`config.mk`:
```
export PLATFORM = sky130hd
export DESIGN_NAME = dma_fmo_writer
export DESIGN_NICKNAME = d
export VERILOG_FILES = /design/src/rtl/dma_pkg.sv /design/src/rtl/dma_fifo2.sv /design/src/rtl/dma_fmo_writer.sv
export SDC_FILE = /design/constraint.sdc
export NUM_CORES = 1
export LEC_CHECK = 0
export ABC_CLOCK_PERIOD_IN_PS = 9040
export CORE_UTILIZATION = 30
export CTS_CLUSTER_SIZE = 8
export DETAILED_ROUTE_END_ITERATION = 10
export PLACE_DENSITY = 0.56
export SKIP_LAST_GASP = 1
export SLEW_MARGIN = 20
export SYNTH_ARGS = -nofsm -noshare
export SYNTH_HDL_FRONTEND = slang
export SYNTH_SLANG_ARGS = --single-unit
```
`constraint.sdc`:
```
create_clock -name clk -period 9.04 [get_ports clk]
set_clock_uncertainty 0.05 [all_clocks]
set_input_delay 0.904 -clock clk [delete_from_list [all_inputs] [get_ports clk]]
set_output_delay 0.904 -clock clk [all_outputs]
set_load 0.03 [all_outputs]
```
`src/rtl/dma_pkg.sv`:
```
// Shared DMA definitions: tile geometry, bus widths and the FMO writer state encoding.
package dma_pkg;

    localparam int TOX        = 4;
    localparam int TOY        = 4;
    localparam int TOF        = 8;
    localparam int FMO_N_ELEM = TOX * TOY * TOF;
    localparam int FMO_ADDR_W = 8;
    localparam int EXT_ADDR_W = 32;
    localparam int DATA_W     = 16;

    typedef enum logic [1:0] {
        WR_IDLE,
        WR_RUN,
        WR_DONE
    } wr_state_t;

endpackage

```
`src/rtl/dma_fifo2.sv`:
```
// Two-entry first-word-fall-through FIFO; an entry pushed into an empty FIFO is
// presented on the output in the same cycle and only stored if it is not popped.
module dma_fifo2 #(
    parameter int W = 48
) (
    input  logic         clk,
    input  logic         rst_n,
    input  logic         push,
    input  logic [W-1:0] push_data,
    input  logic         pop,
    output logic         out_valid,
    output logic [W-1:0] out_data,
    output logic [1:0]   count
);

    logic [W-1:0] mem_q [2];
    logic [W-1:0] mem_d [2];
    logic         rd_ptr_q, rd_ptr_d;
    logic         wr_ptr_q, wr_ptr_d;
    logic [1:0]   count_q, count_d;
    logic         pass_through;
    logic         wr;
    logic         rd;

    always_comb begin
        out_valid    = (count_q != 2'd0) || push;
        out_data     = '0;
        if (count_q != 2'd0) begin
            out_data = mem_q[rd_ptr_q];
        end else if (push) begin
            out_data = push_data;
        end
        pass_through = (count_q == 2'd0) && push && pop;
        wr           = push && !pass_through;
        rd           = pop && (count_q != 2'd0);
        wr_ptr_d     = wr ? ~wr_ptr_q : wr_ptr_q;
        rd_ptr_d     = rd ? ~rd_ptr_q : rd_ptr_q;
        count_d      = count_q + {1'b0, wr} - {1'b0, rd};
    end

    for (genvar gi = 0; gi < 2; gi++) begin : g_entry
        assign mem_d[gi] = (wr && (wr_ptr_q == 1'(gi))) ? push_data : mem_q[gi];

        always_ff @(posedge clk or negedge rst_n) begin
            if (!rst_n) begin
                mem_q[gi] <= '0;
            end else begin
                mem_q[gi] <= mem_d[gi];
            end
        end
    end

    always_ff @(posedge clk or negedge rst_n) begin
        if (!rst_n) begin
            rd_ptr_q <= 1'b0;
            wr_ptr_q <= 1'b0;
            count_q  <= 2'd0;
        end else begin
            rd_ptr_q <= rd_ptr_d;
            wr_ptr_q <= wr_ptr_d;
            count_q  <= count_d;
        end
    end

    assign count = count_q;

endmodule

```
`src/rtl/dma_fmo_writer.sv`:
```
// Output feature-map write-back DMA: drains the FMO tile RAM in linear order and
// emits one valid/ready write beat per element together with its external address.
module dma_fmo_writer #(
    parameter int DATA_W     = dma_pkg::DATA_W,
    parameter int EXT_ADDR_W = dma_pkg::EXT_ADDR_W,
    parameter int FMO_N_ELEM = dma_pkg::FMO_N_ELEM,
    parameter int FMO_ADDR_W = dma_pkg::FMO_ADDR_W
) (
    input  logic                  clk,
    input  logic                  rst_n,
    input  logic                  start,
    input  logic [EXT_ADDR_W-1:0] base_addr,
    input  logic [15:0]           row_stride,
    input  logic [EXT_ADDR_W-1:0] fmap_stride,
    output logic                  busy,
    output logic                  done,
    output logic                  fmo_rd_en,
    output logic [FMO_ADDR_W-1:0] fmo_rd_addr,
    input  logic [DATA_W-1:0]     fmo_rd_data,
    output logic                  mem_wr_valid,
    input  logic                  mem_wr_ready,
    output logic [EXT_ADDR_W-1:0] mem_wr_addr,
    output logic [DATA_W-1:0]     mem_wr_data
);

    import dma_pkg::*;

    localparam int XW    = (TOX > 1) ? $clog2(TOX) : 1;
    localparam int YW    = (TOY > 1) ? $clog2(TOY) : 1;
    localparam int CNT_W = $clog2(FMO_N_ELEM + 1);

    wr_state_t             state_q, state_d;
    logic [CNT_W-1:0]      elem_cnt_q, elem_cnt_d;
    logic [CNT_W-1:0]      beat_cnt_q, beat_cnt_d;
    logic [XW-1:0]         x_q, x_d;
    logic [YW-1:0]         y_q, y_d;
    logic [EXT_ADDR_W-1:0] row_acc_q, row_acc_d;
    logic [EXT_ADDR_W-1:0] plane_acc_q, plane_acc_d;
    logic [15:0]           row_stride_q, row_stride_d;
    logic [EXT_ADDR_W-1:0] fmap_stride_q, fmap_stride_d;
    logic                  inflight_q, inflight_d;
    logic [EXT_ADDR_W-1:0] pend_addr_q, pend_addr_d;

    logic                  rd_en;
    logic                  pop;
    logic [2:0]            occ;
    logic [1:0]            fifo_count;

    always_comb begin
        state_d       = state_q;
        elem_cnt_d    = elem_cnt_q;
        beat_cnt_d    = beat_cnt_q;
        x_d           = x_q;
        y_d           = y_q;
        row_acc_d     = row_acc_q;
        plane_acc_d   = plane_acc_q;
        row_stride_d  = row_stride_q;
        fmap_stride_d = fmap_stride_q;
        pend_addr_d   = pend_addr_q;

        pop   = mem_wr_valid && mem_wr_ready;
        // Slots that will be occupied next cycle if no new read is issued.
        occ   = {1'b0, fifo_count} + {2'b00, inflight_q} - {2'b00, pop};
        rd_en = (state_q == WR_RUN) && (elem_cnt_q < CNT_W'(FMO_N_ELEM)) && (occ < 3'd2);
        inflight_d = rd_en;

        unique case (state_q)
            WR_IDLE: begin
                if (start) begin
                    state_d       = WR_RUN;
                    elem_cnt_d    = '0;
                    beat_cnt_d    = '0;
                    x_d           = '0;
                    y_d           = '0;
                    row_acc_d     = base_addr;
                    plane_acc_d   = base_addr;
                    row_stride_d  = row_stride;
                    fmap_stride_d = fmap_stride;
                end
            end
            WR_RUN: begin
                if (rd_en) begin
                    pend_addr_d = row_acc_q + EXT_ADDR_W'(x_q);
                    elem_cnt_d  = elem_cnt_q + 1'b1;
                    if (x_q == XW'(TOX - 1)) begin
                        x_d = '0;
                        if (y_q == YW'(TOY - 1)) begin
                            y_d         = '0;
                            plane_acc_d = plane_acc_q + fmap_stride_q;
                            row_acc_d   = plane_acc_q + fmap_stride_q;
                        end else begin
                            y_d       = y_q + 1'b1;
                            row_acc_d = row_acc_q + EXT_ADDR_W'(row_stride_q);
                        end
                    end else begin
                        x_d = x_q + 1'b1;
                    end
                end
                if (pop) begin
                    beat_cnt_d = beat_cnt_q + 1'b1;
                    if (beat_cnt_q == CNT_W'(FMO_N_ELEM - 1)) begin
                        state_d = WR_DONE;
                    end
                end
            end
            WR_DONE: begin
                state_d = WR_IDLE;
            end
            default: begin
                state_d = WR_IDLE;
            end
        endcase
    end

    always_ff @(posedge clk or negedge rst_n) begin
        if (!rst_n) begin
            state_q       <= WR_IDLE;
            elem_cnt_q    <= '0;
            beat_cnt_q    <= '0;
            x_q           <= '0;
            y_q           <= '0;
            row_acc_q     <= '0;
            plane_acc_q   <= '0;
            row_stride_q  <= '0;
            fmap_stride_q <= '0;
            inflight_q    <= 1'b0;
            pend_addr_q   <= '0;
        end else begin
            state_q       <= state_d;
            elem_cnt_q    <= elem_cnt_d;
            beat_cnt_q    <= beat_cnt_d;
            x_q           <= x_d;
            y_q           <= y_d;
            row_acc_q     <= row_acc_d;
            plane_acc_q   <= plane_acc_d;
            row_stride_q  <= row_stride_d;
            fmap_stride_q <= fmap_stride_d;
            inflight_q    <= inflight_d;
            pend_addr_q   <= pend_addr_d;
        end
    end

    // The address waits one cycle in pend_addr_q so it joins the RAM data it belongs to.
    dma_fifo2 #(
        .W(EXT_ADDR_W + DATA_W)
    ) u_fifo (
        .clk       (clk),
        .rst_n     (rst_n),
        .push      (inflight_q),
        .push_data ({pend_addr_q, fmo_rd_data}),
        .pop       (pop),
        .out_valid (mem_wr_valid),
        .out_data  ({mem_wr_addr, mem_wr_data}),
        .count     (fifo_count)
    );

    assign fmo_rd_en   = rd_en;
    assign fmo_rd_addr = rd_en ? FMO_ADDR_W'(elem_cnt_q) : '0;
    assign busy        = (state_q != WR_IDLE);
    assign done        = (state_q == WR_DONE);

endmodule

```
=== After elaboration in Yosys (flattened, before gate mapping) ===
Cells that the tools add are included.

* Add/sub/neg operators: 11
* Reductions and logical operators: 23
* Multiply operators: 0
* Div/mod/pow operators: 0
* Mux-type cells: 32
* Bitwise logic cells: 3
* Shifts and indexed selects: 0
* $lt $le $gt $ge: 3
* Equality and inequality tests: 11

{| class="wikitable"
|+ Operators with widths
! kind !! number
|-
| $mux 48 || 5
|-
| $mux 32 || 7
|-
| $pmux 32 s2 || 2
|-
| $add 32x16->32 || 1
|-
| $add 32x2->32 || 1
|-
| $add 32x32->32 || 1
|-
| $mux 8 || 4
|-
| $pmux 8 s2 || 2
|-
| $mux 2 || 9
|-
| $add 8x1->8 const B || 2
|-
| $pmux 2 s2 || 3
|-
| $logic_and 1x1->1 || 9
|-
| $reduce_and 3->1 || 3
|-
| $eq 8x7->1 const B || 1
|-
| $lt 8x8->1 const B || 1
|-
| $ne 2x1->1 const B || 4
|-
| $eq 2x2->1 const B || 3
|-
| $reduce_bool 2->1 || 3
|-
| $reduce_and 5->1 || 1
|-
| $add 2x1->2 const B || 2
|-
| $logic_not 2->1 || 2
|-
| $ne 2x2->1 const B || 2
|-
| $reduce_and 2->1 || 2
|-
| $reduce_and 4->1 || 1
|-
| 11 further kinds || 12
|}

* Register bits: 267
* Logic and storage cells: 99
* RAM bits: 0
* Output and inout bits: 60
* Memories: 0
* Memory bits (read-only): 0
* Bits in latches: 0

=== Longest topological paths before layout ===
* Depth after elaboration: 8
* Mapped depth: 17
* Gate-level depth less buffers: 15

=== By module ===
Synthesis repeated with hierarchy kept, for this count alone.

* Cell total of the unflattened synthesis: 1,615
* Area total of the unflattened synthesis: 15,164.5 um2

{| class="wikitable"
|+ Modules (own cells, without submodules)
! module !! cells an instance !! times used !! area an instance (um2)
|-
| dma_fmo_writer || 1,229 || 1 || 10,268.6
|-
| dma_fifo2 || 386 || 1 || 4,895.9
|}

=== Least setup slack after synthesis ===
No wires, ideal clock.

* Kind: reg-to-output
* Start point: register u_fifo.count_q[1], in the netlist u_fifo.count[1]
* End point: output port fmo_rd_addr[1]
* Setup slack: 4.850 ns
* Data arrival time: 3.236 ns
* Cell stages (with the launch flop): 11
* Required time: 8.086 ns
* Cells stage by stage: dfrtp_1 or3_1 and2_1 ha_1 nand2b_1 fa_1 xnor2_1 nand4b_1 inv_2 clkbuf_1 and2_1

* Longest elaborated chain between the ends: 7

{| class="wikitable"
|+ RTL lines
! element !! RTL line !! text
|-
| start: declaration || dma_fifo2.sv:20 || <nowiki>logic [1:0] count_q, count_d;</nowiki>
|-
| start signal: assignment || dma_fifo2.sv:61 || <nowiki>count_q <= count_d;</nowiki>
|-
| $reduce_bool 2->1 || dma_fifo2.sv:26 || <nowiki>out_valid = (count_q != 2'd0) || push;</nowiki>
|-
| $logic_or 1x1->1 || dma_fifo2.sv:26 ||
|-
| named net mem_wr_valid || dma_fmo_writer.sv:20 || <nowiki>output logic mem_wr_valid,</nowiki>
|-
| $logic_and 1x1->1 || dma_fmo_writer.sv:61 || <nowiki>pop = mem_wr_valid && mem_wr_ready;</nowiki>
|-
| $sub 3x1->3 || dma_fmo_writer.sv:63 || <nowiki>occ = {1'b0, fifo_count} + {2'b00, inflight_q} - {2'b00, pop};</nowiki>
|-
| $lt 3x2->1 || dma_fmo_writer.sv:64 || <nowiki>rd_en = (state_q == WR_RUN) && (elem_cnt_q < CNT_W'(FMO_N_ELEM)) && (occ < 3'd2);</nowiki>
|-
| $logic_and 1x1->1 || dma_fmo_writer.sv:64 ||
|-
| named net fmo_rd_en || dma_fmo_writer.sv:17 || <nowiki>output logic fmo_rd_en,</nowiki>
|-
| $mux 8 || dma_fmo_writer.sv:158 || <nowiki>assign fmo_rd_addr = rd_en ? FMO_ADDR_W'(elem_cnt_q) : '0;</nowiki>
|-
| end: declaration || dma_fmo_writer.sv:18 || <nowiki>output logic [FMO_ADDR_W-1:0] fmo_rd_addr,</nowiki>
|}

The timed path passes the listed nets, and every way through them passes these cells.

=== Final worst setup path ===
* Start point: register inflight_q
* End point: output port fmo_rd_addr[4]

* Longest elaborated chain between the ends: 6

{| class="wikitable"
|+ RTL lines
! element !! RTL line !! text
|-
| start: declaration || dma_fmo_writer.sv:41 || <nowiki>logic inflight_q, inflight_d;</nowiki>
|-
| start signal: assignment || dma_fmo_writer.sv:138 || <nowiki>inflight_q <= inflight_d;</nowiki>
|-
| parallel branches: the longest is 2 deep, another holds $add 2x1->3 || - ||
|-
| $sub 3x1->3 (*) || dma_fmo_writer.sv:63 ||
|-
| $lt 3x2->1 (*) || dma_fmo_writer.sv:64 ||
|-
| $logic_and 1x1->1 (*) || dma_fmo_writer.sv:64 ||
|-
| $mux 8 (*) || dma_fmo_writer.sv:158 ||
|}

Mark *: on every way between the ends.

==> flow_summary.json <==
{
  "clockBufferDepth": 3,
  "gp_congestion": 0.904,
  "cts_tree": "yes",
  "synth_edf_count": 0,
  "syn2layout_area_growth_pct": 21.9,
  "core_area_sq_mm": 0.0493,
  "netlist_top_cells_area": "dfrtp_1 44%, mux2_2 11%, ha_1 4.6%",
  "cts_buffers": 39,
  "synth_top_cell_by_area": "dfrtp_1",
  "crit_start": "inflight_q",
  "path_cells": "buf_4 > or3_1 > and2_1 > ha_1 > nand2b_1 > fa_1 > xnor2_1 > nand4b_1 > buf_4 > inv_2 > and2_1 > clkdlybuf4s50_1",
  "htreeDepth": 2,
  "slowest_stage": "clkdlybuf4s50_1",
  "clk_pin_slew_ns": 0.05,
  "grtUsageMet2_pct": 26.6,
  "critPathBufInv": 4,
  "hold_viol": 0,
  "power_density_mw_per_mm2": 354,
  "synth-seq-area-share_pct": 44.2,
  "insertion_delay_ns": 0.53,
  "final_cell_mix": "265 x dfrtp_1, 162 x nand2_1, 157 x clkdlybuf4s50_1, 150 x mux2_2, 134 x o21ai_0",
  "die_h_microns": 226,
  "crit_path_end_kind": "primary output",
  "setup_viol": 0,
  "n_antenna_cell": 0,
  "die_w_microns": 226,
  "synth_seq_cells": 267,
  "crit_required_ns": 8.09,
  "place_hpwl_microns": 30400,
  "hp-class": "primary input to async pin",
  "synth_area_sq_mm": 0.0151,
  "cp_slowest_stage_delay_ns": 0.58,
  "r2r_setup_slack_ns": 4.05,
  "grt_start_max_net_pins": 142,
  "path_max_fanout": 67,
  "postCtsHoldBufs": 0,
  "synth.distinct_cells": 75,
  "pin_count": 160,
  "firstDrtPassIters": 5,
  "start_kind": "register",
  "timing.final.crit_period_ns": 5.40,
  "grtUsageMet1_pct": 23.8,
  "finalPower_uw": 6510,
  "antenna_found_initial": 0,
  "yosys_warnings": 0,
  "r2r_cells": 15,
  "drv_slew": 0,
  "drive_gt1_share_pct": 14.3,
  "num_vias": 11900,
  "finalCritPeriodShare_pct": 59.7,
  "num_rows": 81,
  "synth_fp_nets": 1677,
  "utilization_pct": 37.4,
  "initial_core_util_pct": 30.7,
  "cp.depth": 12,
  "grt.overflow.total": 0,
  "die-area_sq_mm": 0.0512,
  "mostFrequentLayoutCell": "dfrtp_1",
  "max_freq_ghz": 0.185,
  "p_leak_uw": 0.00789,
  "grt_pass1_wl_microns": 67100,
  "wire_per_inst_microns": 18.4,
  "avgSynthCellArea_sq_um": 9.96,
  "cts_resized": 0,
  "grt_usage_pct": 16.7,
  "rr_startpoint": "inflight_q",
  "rsz0062_at_grt": "false",
  "crit_end": "fmo_rd_addr[4]",
  "root_buffer": "clkbuf_16",
  "ir_drop_mv": 0.171,
  "grt.busiest_layer": "met2",
  "async_flop_share_pct": 100,
  "ys.flop_type": "dfrtp_1",
  "slew_headroom_pct": 43.6,
  "tightest_slew_ns": 0.846,
  "io_buffers": 158,
  "critPathTopFamily": "buffers and inverters",
  "ant_nets": 0,
  "status": "finished clean",
  "grt_pass1_vias": 12000,
  "synth_top_area_share_pct": 44.2,
  "vias_per_cell": 5.14,
  "routed_wl_microns": 42600,
  "placed_area_sq_mm": 0.0173,
  "met3_usage_pct": 2.40,
  "fin_area_sq_mm": 0.0184,
  "dr.first_iter.drc_count": 743,
  "arrival_ns": 4.44,
  "syn-instance-count": 1517,
  "cap_violations": 0,
  "fillCellCount": 4982,
  "hold_slack_ns": 0.229,
  "critical_path_class": "register to primary output",
  "r2r-end": "row_stride_q[15]",
  "cts_setup_buffers": 0,
  "drc": 0,
  "final.setup.tns_ns": 0,
  "clock-sinks": 267,
  "final_nets": 1807
}
==> cell usage after synthesis (3+ instances only) <==
cell,n
or3_1,5
a211o_1,6
mux2i_1,55
a31o_2,3
a31oi_1,24
and2_1,16
clkbuf_1,54
a211oi_1,4
mux2_2,150
xnor2_1,46
nor2_1,87
nand3_1,75
and3_1,18
o221ai_1,4
ha_1,56
and4_1,4
nand3b_1,3
dfrtp_1,267
o22ai_1,6
buf_2,20
a21oi_1,76
a21o_1,27
o21a_1,11
o21ai_0,134
nand2_1,163
o21bai_1,4
or2_2,3
nor4_1,4
a21boi_0,5
a22o_1,3
buf_1,9
o211ai_1,12
o31ai_1,9
nor2b_1,7
xor2_1,39
nand2b_1,7
a22oi_1,4
inv_1,17
nor3_1,21
nand4_1,13
fa_1,4
or4_1,3
==> worst min-delay path by stage <==
stage / endpoint / slack [ns]
finish: u_fifo.mem_q[11] / 0.23
floorplan: y_q[1] / 0.39
detailed placement: y_q[1] / 0.41
global placement: y_q[1] / 0.40
global route: u_fifo.mem_q[11] / 0.25
CTS: y_q[1] / 0.43
==> layer usage <==
metal  wire (microns)  up-vias
met2            19200      307
li1                 -     5704
met3             1990       54
met4              849        0
met5                0        -
met1            20500     5835
==> per-stage QoR <==
stage | cells | setup WS (ns)
after floorplan | 1517 | 4.85
after global placement | 2268 | 3.20
after detailed placement | 2269 | 3.74
after CTS | 2315 | 3.56
after global routing | 2316 | 3.37
final | 2316 | 3.64
==> logic make-up after synthesis <==
group | count (synthesis) | share of synthesized area (%)
adders and majority gates | 60 | 5.17
AOI/OAI and AO/OA | 358 | 14.5
xor gates and xnor gates | 86 | 5.08
other | 1 | 0.0248
muxes | 205 | 14.8
DFF | 267 | 44.2
buffers and inverters | 104 | 2.81
and+or+nand+nor | 436 | 13.3
==> power by group <==
group          internal [uW]  switching [uW]
Combinational           1340            1790
Sequential              1660             415
Clock                    782             520
==> sequential cells by signal, summed over array words and instances (netlist names), 8 cells and up <==
name and count:
beat_cnt_q 8, fmap_stride_q 32, u_fifo.mem_q 96, elem_cnt_q 8, row_stride_q 16, pend_addr_q 32, plane_acc_q 32, row_acc_q 32
==> final cells by class <==
cell class	count	area, sq um	area share (%)
clock buffers	44	1010	5.51
inverters	18	67.6	0.367
well taps	664	831	4.51
repair buffers	175	1760	9.55
multi-input cells	1146	8030	43.6
flip-flops and latches	267	6680	36.3
clock inverters	2	32.5	0.177
Note: power is estimated with default switching activity, not from simulation.
